### src/rtl/mem_stage.sv
// mem_stage: ARM memory-access stage driving a fixed-latency synchronous SRAM and holding the MEM/WB register.
// Define MEM_STAGE_ADDR_CHECK_EN to reject out-of-range addresses and raise the sticky addr_err.
module mem_stage #(
    parameter int          WAIT_CYCLES = 4,
    parameter int          ADDR_W      = 16,
    parameter logic [31:0] BASE_ADDR   = 32'd1024
) (
    input  logic              clk,
    input  logic              rst,
    input  logic              mem_R,
    input  logic              mem_W,
    input  logic              WB_en,
    input  logic [3:0]        dst,
    input  logic [31:0]       ALU_res,
    input  logic [31:0]       val_Rm,
    output logic              freeze,
    output logic              WB_en_out,
    output logic              mem_R_out,
    output logic [3:0]        dst_out,
    output logic [31:0]       ALU_res_out,
    output logic [31:0]       mem_data,
    output logic [ADDR_W-1:0] sram_addr,
    output logic [31:0]       sram_wdata,
    input  logic [31:0]       sram_rdata,
    output logic              sram_ce_n,
    output logic              sram_we_n,
    output logic              addr_err
);
    localparam int CW = WAIT_CYCLES > 1 ? $clog2(WAIT_CYCLES) : 1;
    typedef enum logic [1:0] {IDLE, ACCESS, DONE} state_t;
    state_t            state_q, state_d;
    logic [CW-1:0]     cnt_q, cnt_d;
    logic              wr_q;
    logic [31:0]       rbuf_q;
    logic [ADDR_W-1:0] sram_addr_q;
    logic [31:0]       sram_wdata_q;
    logic              wb_q, mr_q;
    logic [3:0]        dst_q;
    logic [31:0]       alu_q, md_q;
    logic              req, in_range, go, last;
    logic [31:0]       off;
    logic              unused_ok;
    assign req       = mem_R | mem_W;
    assign off       = ALU_res - BASE_ADDR;
    assign unused_ok = ^off;
`ifdef MEM_STAGE_ADDR_CHECK_EN
    logic addr_err_q;
    assign in_range = (ALU_res >= BASE_ADDR) && ((off >> (ADDR_W + 2)) == '0);
    assign addr_err = addr_err_q;
    always_ff @(posedge clk) begin
        if (!rst)
            addr_err_q <= 1'b0;
        else if (state_q == IDLE && req && !in_range)
            addr_err_q <= 1'b1;
    end
`else
    assign in_range = 1'b1;
    assign addr_err = 1'b0;
`endif
    assign go   = req & in_range;
    assign last = cnt_q == CW'(WAIT_CYCLES - 1);
    always_comb begin
        state_d   = state_q;
        cnt_d     = '0;
        state_d   = state_q == IDLE   ? (go ? ACCESS : IDLE) :
                    state_q == ACCESS ? (last ? DONE : ACCESS) : IDLE;
        cnt_d     = state_q == ACCESS ? cnt_q + 1'b1 : '0;
        freeze    = (state_q == IDLE && go) || state_q == ACCESS;
        sram_ce_n = state_q != ACCESS;
        sram_we_n = !(state_q == ACCESS && wr_q);
    end
    always_ff @(posedge clk) begin
        if (!rst) begin
            state_q      <= IDLE;
            cnt_q        <= '0;
            wr_q         <= 1'b0;
            rbuf_q       <= '0;
            sram_addr_q  <= '0;
            sram_wdata_q <= '0;
            wb_q         <= 1'b0;
            mr_q         <= 1'b0;
            dst_q        <= '0;
            alu_q        <= '0;
            md_q         <= '0;
        end else begin
            state_q <= state_d;
            cnt_q   <= cnt_d;
            if (state_q == IDLE && go) begin
                sram_addr_q  <= off[ADDR_W+1:2];
                sram_wdata_q <= val_Rm;
                wr_q         <= mem_W;
            end
            if (state_q == ACCESS && last && !wr_q)
                rbuf_q <= sram_rdata;
            // Frozen cycles insert a bubble; payload fields keep their last value.
            if (freeze) begin
                wb_q <= 1'b0;
                mr_q <= 1'b0;
            end else begin
                wb_q  <= WB_en;
                mr_q  <= mem_R;
                dst_q <= dst;
                alu_q <= ALU_res;
                md_q  <= (state_q == DONE && !wr_q) ? rbuf_q : '0;
            end
        end
    end
    assign sram_addr   = sram_addr_q;
    assign sram_wdata  = sram_wdata_q;
    assign WB_en_out   = wb_q;
    assign mem_R_out   = mr_q;
    assign dst_out     = dst_q;
    assign ALU_res_out = alu_q;
    assign mem_data    = md_q;
endmodule

### config.mk
export PLATFORM = sky130hd
export DESIGN_NAME = mem_stage
export DESIGN_NICKNAME = d
export VERILOG_FILES = /design/src/rtl/mem_stage.sv
export SDC_FILE = /design/constraint.sdc
export NUM_CORES = 1
export LEC_CHECK = 0
export BUFFER_PORTS_ARGS = -buffer_cell sky130_fd_sc_hd__buf_4
export CELL_PAD_IN_SITES_DETAIL_PLACEMENT = 0
export CELL_PAD_IN_SITES_GLOBAL_PLACEMENT = 1
export CORE_AREA = 2 2 139 141
export DETAILED_ROUTE_END_ITERATION = 12
export DIE_AREA = 0 0 141 143
export PLACE_DENSITY_LB_ADDON = 0.1
export SLEW_MARGIN = 20
export SYNTH_ARGS = -nofsm -noshare
export SYNTH_HDL_FRONTEND = slang
export SYNTH_SLANG_ARGS = --single-unit
### constraint.sdc
create_clock -name clk -period 1.6 [get_ports clk]
set_clock_uncertainty 0.2 [all_clocks]
set_input_delay 0.24 -clock clk [delete_from_list [all_inputs] [get_ports clk]]
set_output_delay 0.24 -clock clk [all_outputs]
set_load 0.01 [all_outputs]
## After elaboration in Yosys (flattened, before gate mapping)

Cells that the tools add are included.

| word-level totals | value |
|---|---|
| flip-flop bits (word level) | 155 |
| bits of input ports | 105 |
| output and inout port bits | 122 |
| word-level logic and storage cells | 35 |

| cells by class | value |
|---|---|
| add/sub/neg operators | 2 |
| eq/ne operators | 4 |
| multiplexer cells | 5 |
| bitwise logic cells | 2 |
| reductions and logical operators | 11 |

Operator list:

| operator | number |
|---|---|
| $mux W32 | 1 |
| $sub A18 B11 Y18 const B | 1 |
| $mux W2 | 3 |
| $logic_and A1 B1 Y1 | 5 |
| $eq A2 B2 Y1 const B | 2 |
| $add A2 B1 Y2 const B | 1 |
| $eq A2 B1 Y1 const B | 1 |
| $logic_not A1 Y1 | 2 |
| $logic_not A2 Y1 | 1 |
| $ne A2 B1 Y1 const B | 1 |
| $reduce_and A2 Y1 | 1 |
| $reduce_or A2 Y1 | 1 |
| $logic_or A1 B1 Y1 | 1 |
| $mux W1 | 1 |
| $not A1 Y1 | 1 |
| $or A1 B1 Y1 | 1 |

## Longest topological paths before layout

Gate-level depths: netlist of run 1.

| logic depth | value |
|---|---|
| depth after elaboration | 4 |
| depth in mapped cells | 6 |
| gate-level depth less buffers | 5 |

## Worst setup path before layout of run 1

No wires, ideal clock.

| path | value |
|---|---|
| path type | input -> register |
| start point | input ALU_res[10] |
| end point | register sram_addr_q[14], in the netlist sram_addr[14] |
| library setup time | 91 ps |
| data arrival time | 1434 ps |
| required time | 1309 ps |
| slack | -125 ps |
| stages | 5 |
| buffers on the path | 0 |
| path through | inv_1 ha_1 or4b_1 or3_1 a311oi_1 |

| between the ends | value |
|---|---|
| cells in the longest elaborated chain, start to end | 1 |

RTL lines:

| what | line | RTL |
|---|---|---|
| from (decl) | 14 | `input logic [31:0] ALU_res,` |
| $sub A18 B11 Y18 | 44 | `assign off = ALU_res - BASE_ADDR;` |
| to (signal assigned) | 89 | `sram_addr_q <= off[ADDR_W+1:2];` |
| to (decl) | 35 | `logic [ADDR_W-1:0] sram_addr_q;` |

No other way between the ends.
A chain may end at the register's enable or synchronous reset.

## Worst setup path in the final report of run 1

| path | value |
|---|---|
| start point | register state_q[0] |
| end point | output sram_ce_n |

| between the ends | value |
|---|---|
| cells in the longest elaborated chain, start to end | 1 |

RTL lines:

| what | line | RTL |
|---|---|---|
| from (decl) | 31 | `state_t state_q, state_d;` |
| from (signal assigned) | 86 | `state_q <= state_d;` |
| $ne A2 B1 Y1 | 69 | `sram_ce_n = state_q != ACCESS;` |
| to (decl) | 25 | `output logic sram_ce_n,` |

No other way between the ends.

==> results.md, run 1 <==
Finish:
- From synthesis to final layout, the design area changed by 80.9%.
- At the end of the flow, the number of nets in the layout was 1,095.
- The most common cell after layout, fill and taps aside is sky130_fd_sc_hd__buf_4.
- Once layout is complete, the cells apart from fillers number 1,235.
- The library cells used most frequently in the layout, excluding fill and tap cells, are sky130_fd_sc_hd__buf_4 (260), sky130_fd_sc_hd__dfxtp_1 (153), sky130_fd_sc_hd__dlygate4sd3_1 (103).
- In the final layout, the share of cells above drive strength 1 is 39.4%.
- The number of antenna diodes in the final layout is 0.

Detailed routing:
- The final route contains 6,040 vias.
- The routed design has 20,800 µm of wire.
- In the routed layout, each cell is associated on average with a via count of 4.89.
- For this block, the initial DRC count from the detailed router was 312.
- For this run, design rule violations remaining after detail routing come to 0.
- After detailed routing, the average wire length per cell comes to 16.8 µm.
- The remaining antenna violation count is 0.
- The pre-antenna-repair detailed-routing pass consisted of 4 iterations.

Power:
- Registers are responsible for 42.5% of the overall power.
- The areal power density over the cells is 937 nW/µm².
- The internal portion of total power is 7.17 mW.
- The share of total power dissipated in combinational logic is 15.1%.
- The net switching share of the total power is 25.3%.
- Summed over all nets, the switching power comes to 2.43 mW.
- Across the VDD grid, the largest voltage drop is 0.715 mV.
- Summed over all cells, the static leakage comes to 4.33 nW.
- The clock network power share is 42.4%.

Place:
- Once detailed placement completed, the half-perimeter wirelength came to 12,700 µm.
- During placement, the flow inserted port buffers numbering 225.
- OpenSTA, run right after detailed placement, puts the worst setup slack at -0.339 ns.
- The cell count after placement is 1,072.
- The congestion estimate from routability-driven global placement came to 0.820.

Synth:
- Summing every instance area after synthesis gives 5660 µm².
- The Yosys step of the flow raised 0 warnings.
- In the synthesized netlist the async set-or-reset flop fraction comes to 0%.
- After synthesis the netlist holds a flip-flop and latch count of 155.
- The post-synthesis average cell area is 8.86 µm².
- When the netlist entered floorplanning its net count stood at 746.
- Synthesis handed over a netlist of 639 instances.
- The count of distinct cell types in the synthesized netlist is 34.
- The dominant register cell in the synthesized netlist is sky130_fd_sc_hd__dfxtp_1.
- For this run, the register share of the synthesized area comes to 54.8%.
- Yosys mapped a number of flops with a built-in enable equal to 0.

Floorplanning:
- The number of cell rows is 50.
- The initial utilization of the core area, before any placement, comes to 30.5%.
- The count of boundary I/O pins is 227.
- The area of the die is 20,200 µm².
- The area inside the core boundary is 18,600 µm².
- The chip height is 143 µm.
- The overall die width is 141 µm.

Clock network:
- TritonCTS built the clock tree.
- The cell chosen for the clock root is sky130_fd_sc_hd__clkbuf_16.
- Clock tree synthesis found a total of 155 sinks.
- The CTS H-tree depth is 4.
- The number of clock buffers added by TritonCTS is 17.
- The clock network latency to the later pin of the worst-skew pair is 0.41 ns.
- The register clock-pin slew on the reported worst setup and hold paths is 0.07 ns.
- The clock passes through at most 2 buffers.

Worst setup path:
- The worst setup path is captured at a primary output.
- The kind of critical path is flop to primary output.
- The maximum fanout along the worst path is 4.
- For the worst setup path, the data required time is 1.16 ns.
- The signal on the critical path passes through nor2b_2, inv_1, buf_4.
- The delay contributed by the slowest stage of the critical path is 0.36 ns.
- The worst register-to-register path has a depth of 6.
- STA classifies the critical path startpoint as a flop.
- The source of the worst register-to-register timing path is state_q[1]$_SDFF_PP0_.
- The last element of the critical path is sram_ce_n.
- The cell with the biggest individual delay on the critical path is sky130_fd_sc_hd__dfxtp_4.
- The setup check on the worst reg-to-reg path leaves a slack of 0 ns.
- The endpoint identified for the worst register-to-register timing path is rbuf_q[4]$_SDFFE_PN0P_.
- The most critical setup path has its startpoint at state_q[0]$_SDFF_PN0_.
- For the worst setup path, the data arrival time is 1.21 ns.

Global route:
- The via count of the first global-routing pass is 5,892.
- The overall overflow remaining after global route is 0.
- Entering global routing, the biggest net connects 83 pins.
- The first-pass GRT wire length is 29,900 µm.
- The aggregate global-route resource usage is 18.6%.
- The initial antenna violation count is 0.

STA:
- The smallest clock period supported by the final layout is computed as 1.65 ns.
- After layout, the worst setup slack is -0.0462 ns.
- The maximum frequency from static timing analysis is 607 MHz.
- The count of final hold-check violations is 0.
- Setup repair after global routing could not meet its margin everywhere.
- The worst hold margin is 0.0229 ns.
- The max-slew violation count is 0.
- The part of the cycle the worst path needs is 103%.
- Setup violations remaining at the end of the flow were counted as 3.

Min path:
- The class of the worst hold path is input pin to flop.
- The worst hold path passes through 4 cells.

Run:
- The number of violations of the max-capacitance limit is 0.

Run status:
- The final reports fail on setup timing.
- The run finished, with violations left.
==> per-stage QoR <==
stage / power, mW / cell area (µm²) / utilization (%) / TNS, ns
4_1_cts: 9.60 / 9580 / 51.5 / -0.467
6_report: 9.60 / 10200 / 55.1 / -0.0959
3_5_place_dp: 5.27 / 7870 / 42.3 / -1.43
5_1_grt: 10.0 / 10200 / 55.1 / -1.17
2_1_floorplan: 4.60 / 5700 / - / -0.102
3_3_place_gp: 5.25 / 7870 / 42.3 / -0.786
==> what timing repair did <==
action                     in CTS  in global routing
hold buffers                  102                  1
cloned                          0                 12
hold endpoints to repair      114                  1
resized for setup              16                 83
pin swaps                       2                 43
setup buffers                   5                 12
setup endpoints to repair      32                 93
==> worst max-delay path, delay by kind of cell, from the launching register on <==
family | cells | cell delay, ns
DFF | 1 | 0.36
and+or+nand+nor | 1 | 0.19
buffers and inverters | 2 | 0.26
==> power by group through the flow <==
stage | Clock [mW] | Combinational [mW] | Sequential, mW
2_1_floorplan | 0 | 0.387 | 4.22
5_1_grt | 4.35 | 1.56 | 4.10
4_1_cts | 4.18 | 1.34 | 4.08
6_report | 4.07 | 1.45 | 4.08
3_3_place_gp | 0 | 1.09 | 4.16
3_5_place_dp | 0 | 1.10 | 4.17
==> Yosys cell counts (all sizes together) (4+ instances only) <==
library cell / instances / area [µm²]
nand3: 41 / 205
nand3b: 36 / 270
dfxtp: 155 / 3100
or3: 5 / 31.3
nor3: 4 / 30.0
clkbuf: 51 / 191
o21ai: 81 / 405
a311oi: 5 / 43.8
inv: 5 / 18.8
nand2: 68 / 255
nor2: 7 / 26.3
buf: 12 / 57.6
a22o: 32 / 280
a21oi: 117 / 586
==> per-layer routing <==
metal / track usage, % / share of wire [%] / wire, µm
met1: 22.1 / 43 / 9010
met3: 6.47 / 5.6 / 1170
met5: 0 / 0 / 0
met4: 4.32 / 0.53 / 110
met2: 32.4 / 51 / 10500
==> flip-flops by register name, indices dropped and copies added, names as in the netlist, 2 cells and up <==
signal / count
sram_wdata: 32
ALU_res_out: 32
sram_addr: 16
cnt_q: 2
dst_out: 4
mem_data: 32
rbuf_q: 32
state_q: 2
==> area by class of cell <==
type                    instances  area [µm²]
multi-input cells             416        2650
flip-flops and latches        155        3110
clock inverters                14         158
clock buffers                  18         439
repair buffers                393        3550
well taps                     234         293
inverters                       5        41.3
fillers                      1697        8340
==> cell families (layout without fill, tap and decap cells) <==
group,Yosys count,in the layout,synth area share (%)
AO/OA/AOI/OAI,239,239,23.8
adder cells (fa/ha/maj),2,2,0.442
AND/OR/NAND/NOR,173,173,16.0
flip-flops,155,155,54.8
other,1,1,0.0662
XOR/XNOR,1,1,0.155
buffers and inverters,68,430,4.73
==> worst min path at each step <==
stage                                      endpoint                 from
after floorplan                WB_en_out$_SDFF_PP0_                  rst
after global placement          cnt_q[0]$_SDFF_PN0_  cnt_q[0]$_SDFF_PN0_
after detailed placement        cnt_q[0]$_SDFF_PN0_  cnt_q[0]$_SDFF_PN0_
after CTS                         wr_q$_SDFFE_PN0P_                mem_W
after global routing      sram_addr[9]$_SDFFE_PN0P_          ALU_res[10]
final                     sram_addr[9]$_SDFFE_PN0P_          ALU_res[10]
Note: power is estimated with default switching activity, not from simulation.
==> run 2: changes to the inputs <==
--- a/config.mk
+++ b/config.mk
@@ -9,6 +9,7 @@
 export CELL_PAD_IN_SITES_DETAIL_PLACEMENT = 0
 export CELL_PAD_IN_SITES_GLOBAL_PLACEMENT = 1
 export CORE_AREA = 2 2 139 141
+export CTS_BUF_LIST = sky130_fd_sc_hd__clkbuf_16
 export DETAILED_ROUTE_END_ITERATION = 12
 export DIE_AREA = 0 0 141 143
 export PLACE_DENSITY_LB_ADDON = 0.1
==> results.md, run 2 (synthesis gave the netlist of run 1 again) <==
Run status:
- The flow ran to the end, but the final reports show violations.
- The checks that failed: setup timing.

STA:
- Setup repair after global routing could not meet its margin everywhere.
- The worst path uses 103% of the clock period.
- For the final routed database, the setup TNS stands at -0.0933 ns.
- The count of final hold-check violations came to 0.
- The worst path in the final design needs a cycle of 1.65 ns, including I/O delays and setup.
- The max-slew violation count came to 0.
- Timing would allow up to 608 MHz.
- The smallest setup slack after layout is -0.0451 ns.
- The worst hold margin is 0.0246 ns.
- The number of setup violations in the final report is 3.

Finish:
- The area added between synthesis and finish is 80.7%.
- The filler cells instantiated in the layout total 1,699.
- In the layout the commonest cells are sky130_fd_sc_hd__buf_4 (260), sky130_fd_sc_hd__dfxtp_1 (153), sky130_fd_sc_hd__dlygate4sd3_1 (103).
- The post-route core utilization is 55.1%.
- The net count of the finished layout is 1,095.
- The number of inserted diodes is 0.
- The final standard cell count with taps included and fillers excluded is 1,235.
- Leaving out fill and tap cells, the most frequent cell in the layout is sky130_fd_sc_hd__buf_4.
- In the final layout, the share of cells above drive strength 1 is 39.3%.

Clock network:
- The number of CTS-inserted buffers is 17.
- The tree is rooted in a sky130_fd_sc_hd__clkbuf_16.
- The clock tree from TritonCTS is done.
- The largest buffer count on any clock path is 2.
- The clock reaches the later pin of the worst-skew pair after 0.41 ns.
- For this design, the sink count on the clock tree is 155.
- After clock tree synthesis, the clock-pin slew on the worst setup and hold paths is 0.07 ns.
- The H-tree generated during clock tree synthesis spans 4 levels.

Floorplanning:
- Measured along the x axis, the die boundary spans 141 µm.
- The area inside the core boundary is 18,600 µm².
- The effective utilization at floorplan is 30.5%.
- During I/O placement, the number of pins put on the boundary was 227.
- The initialized floorplan defines 50 standard-cell rows.
- The area of the die is 20,200 µm².
- From bottom edge to top edge, the die measures 143 µm.

Worst setup path:
- In this run the critical register-to-register path is captured at rbuf_q[4]$_SDFFE_PN0P_.
- The required time at the worst-slack endpoint is 1.16 ns.
- Data on the critical path arrives at its endpoint at 1.21 ns.
- In this run the register-to-register setup slack is 0.01 ns.
- The startpoint of the most critical setup path is state_q[0]$_SDFF_PN0_.
- The endpoint type of the worst setup path is a primary output.
- The kind of critical path is flop to primary output.
- The element type at the critical path start is a flop.
- Measured in cells, the most critical reg-to-reg path has a length of 6.
- The maximum fanout along the worst path is 4.
- The source of the worst register-to-register timing path is state_q[1]$_SDFF_PP0_.
- The last element of the critical path is sram_ce_n.

Detailed routing:
- Once detail routing completed, the nets flagged for antenna violations numbered 0.
- The detailed router placed 6,038 vias in this run.
- Dividing the detail-routed via count by the number of cells gives 4.89.
- In the routed design, unresolved DRC markers number 0.
- In this run, the number of DRC markers left after iteration 0 of detailed routing was 299.
- The pre-antenna-repair detailed-routing pass consisted of 4 iterations.
- The total detailed-routing wirelength is 20,800 µm.
- The post-detailed-route wirelength per cell is 16.8 µm.

Place:
- Buffers placed on the I/O ports in this run total 225.
- At the end of routability-driven placement, the weighted congestion stood at 0.820.
- The number of placed instances, taps included, is 1,072.
- The wire-length estimate of the detail-placed layout is 12,700 µm.

Power:
- The maximum vdd ir drop is 0.712 mV.
- The analysis attributes to cell leakage a power of 4.33 nW.
- The areal power density over the cells is 933 nW/µm².

Global route:
- In this run the most used layer during global routing was met2.
- Global routing consumed, on the met2 layer, 32.4% of the routing resources.
- For this run, the total global-route usage over all layers was measured as 18.6%.
- The via count of the first global-routing pass is 5,892.
- The fraction of met3 tracks used by global routing is 6.47%.
- The met1 layer usage reported by global route is 22.1%.
- The largest net degree at the start of global routing is 83.
- The initial antenna violation count came to 0.
- The first-pass GRT wire length is 29,900 µm.
- The overall overflow remaining after global route is 0.

Min path:
- The worst hold path belongs to the class input pin to flop.
- The startpoint of the worst hold path is ALU_res[10].

Run:
- The tool flagged a number of max-cap violations equal to 0.
run 2: cell type report:
cell class	instances	area [µm²]	area share, %
Tap cell	234	293	2.86
Timing Repair Buffer	393	3550	34.7
Clock buffer	17	425	4.16
Inverter	5	41.3	0.404
Clock inverter	15	161	1.58
Multi-Input combinational cell	416	2650	25.9
Sequential cell	155	3110	30.4
run 2: worst min-delay path by stage:
stage	end	slack [ns]	depth (start not counted)
detailed placement	cnt_q[0]$_SDFF_PN0_	0.23	1
finish	sram_addr[9]$_SDFFE_PN0P_	0.02	4
global placement	cnt_q[0]$_SDFF_PN0_	0.22	1
global route	sram_addr[9]$_SDFFE_PN0P_	0.01	4
floorplan	WB_en_out$_SDFF_PP0_	0.15	2
CTS	wr_q$_SDFFE_PN0P_	-0.10	3
run 2: report_power, final:
part	leakage, nW	internal (mW)	switching (mW)	total (mW)
logic	2.79	0.797	0.650	1.45
clock network	0.279	2.32	1.69	4.02
registers	1.26	4.00	0.0807	4.08
run 2: per-stage QoR:
step,setup WS (ns),instance area (µm²),power [mW]
after detailed placement,-0.339,7870,5.27
final,-0.0451,10200,9.54
after global placement,-0.311,7870,5.25
after floorplan,-0.102,5700,4.60
after CTS,-0.124,9570,9.55
after global routing,-0.108,10200,9.95
run 2: timing repair:
action / CTS / global route
pin swaps: 2 / 43
hold endpoints to repair: 114 / 1
hold buffers: 102 / 1
endpoints found under the setup margin: 32 / 93
gates cloned: 0 / 12
setup buffers: 5 / 12
resized for setup: 16 / 83
run 2: per-layer routing:
layer | vias to the layer above | wire length, µm
li1 | 2979 | -
met2 | 138 | 10500
met3 | 6 | 1150
met1 | 2915 | 8960
met4 | 0 | 95
met5 | - | 0
run 2: worst max-delay path, stage by stage, from the launching register on:
cell and delay, ns:
sky130_fd_sc_hd__dfxtp_4 0.36, sky130_fd_sc_hd__nor2b_2 0.19, sky130_fd_sc_hd__inv_1 0.09, sky130_fd_sc_hd__buf_4 0.16
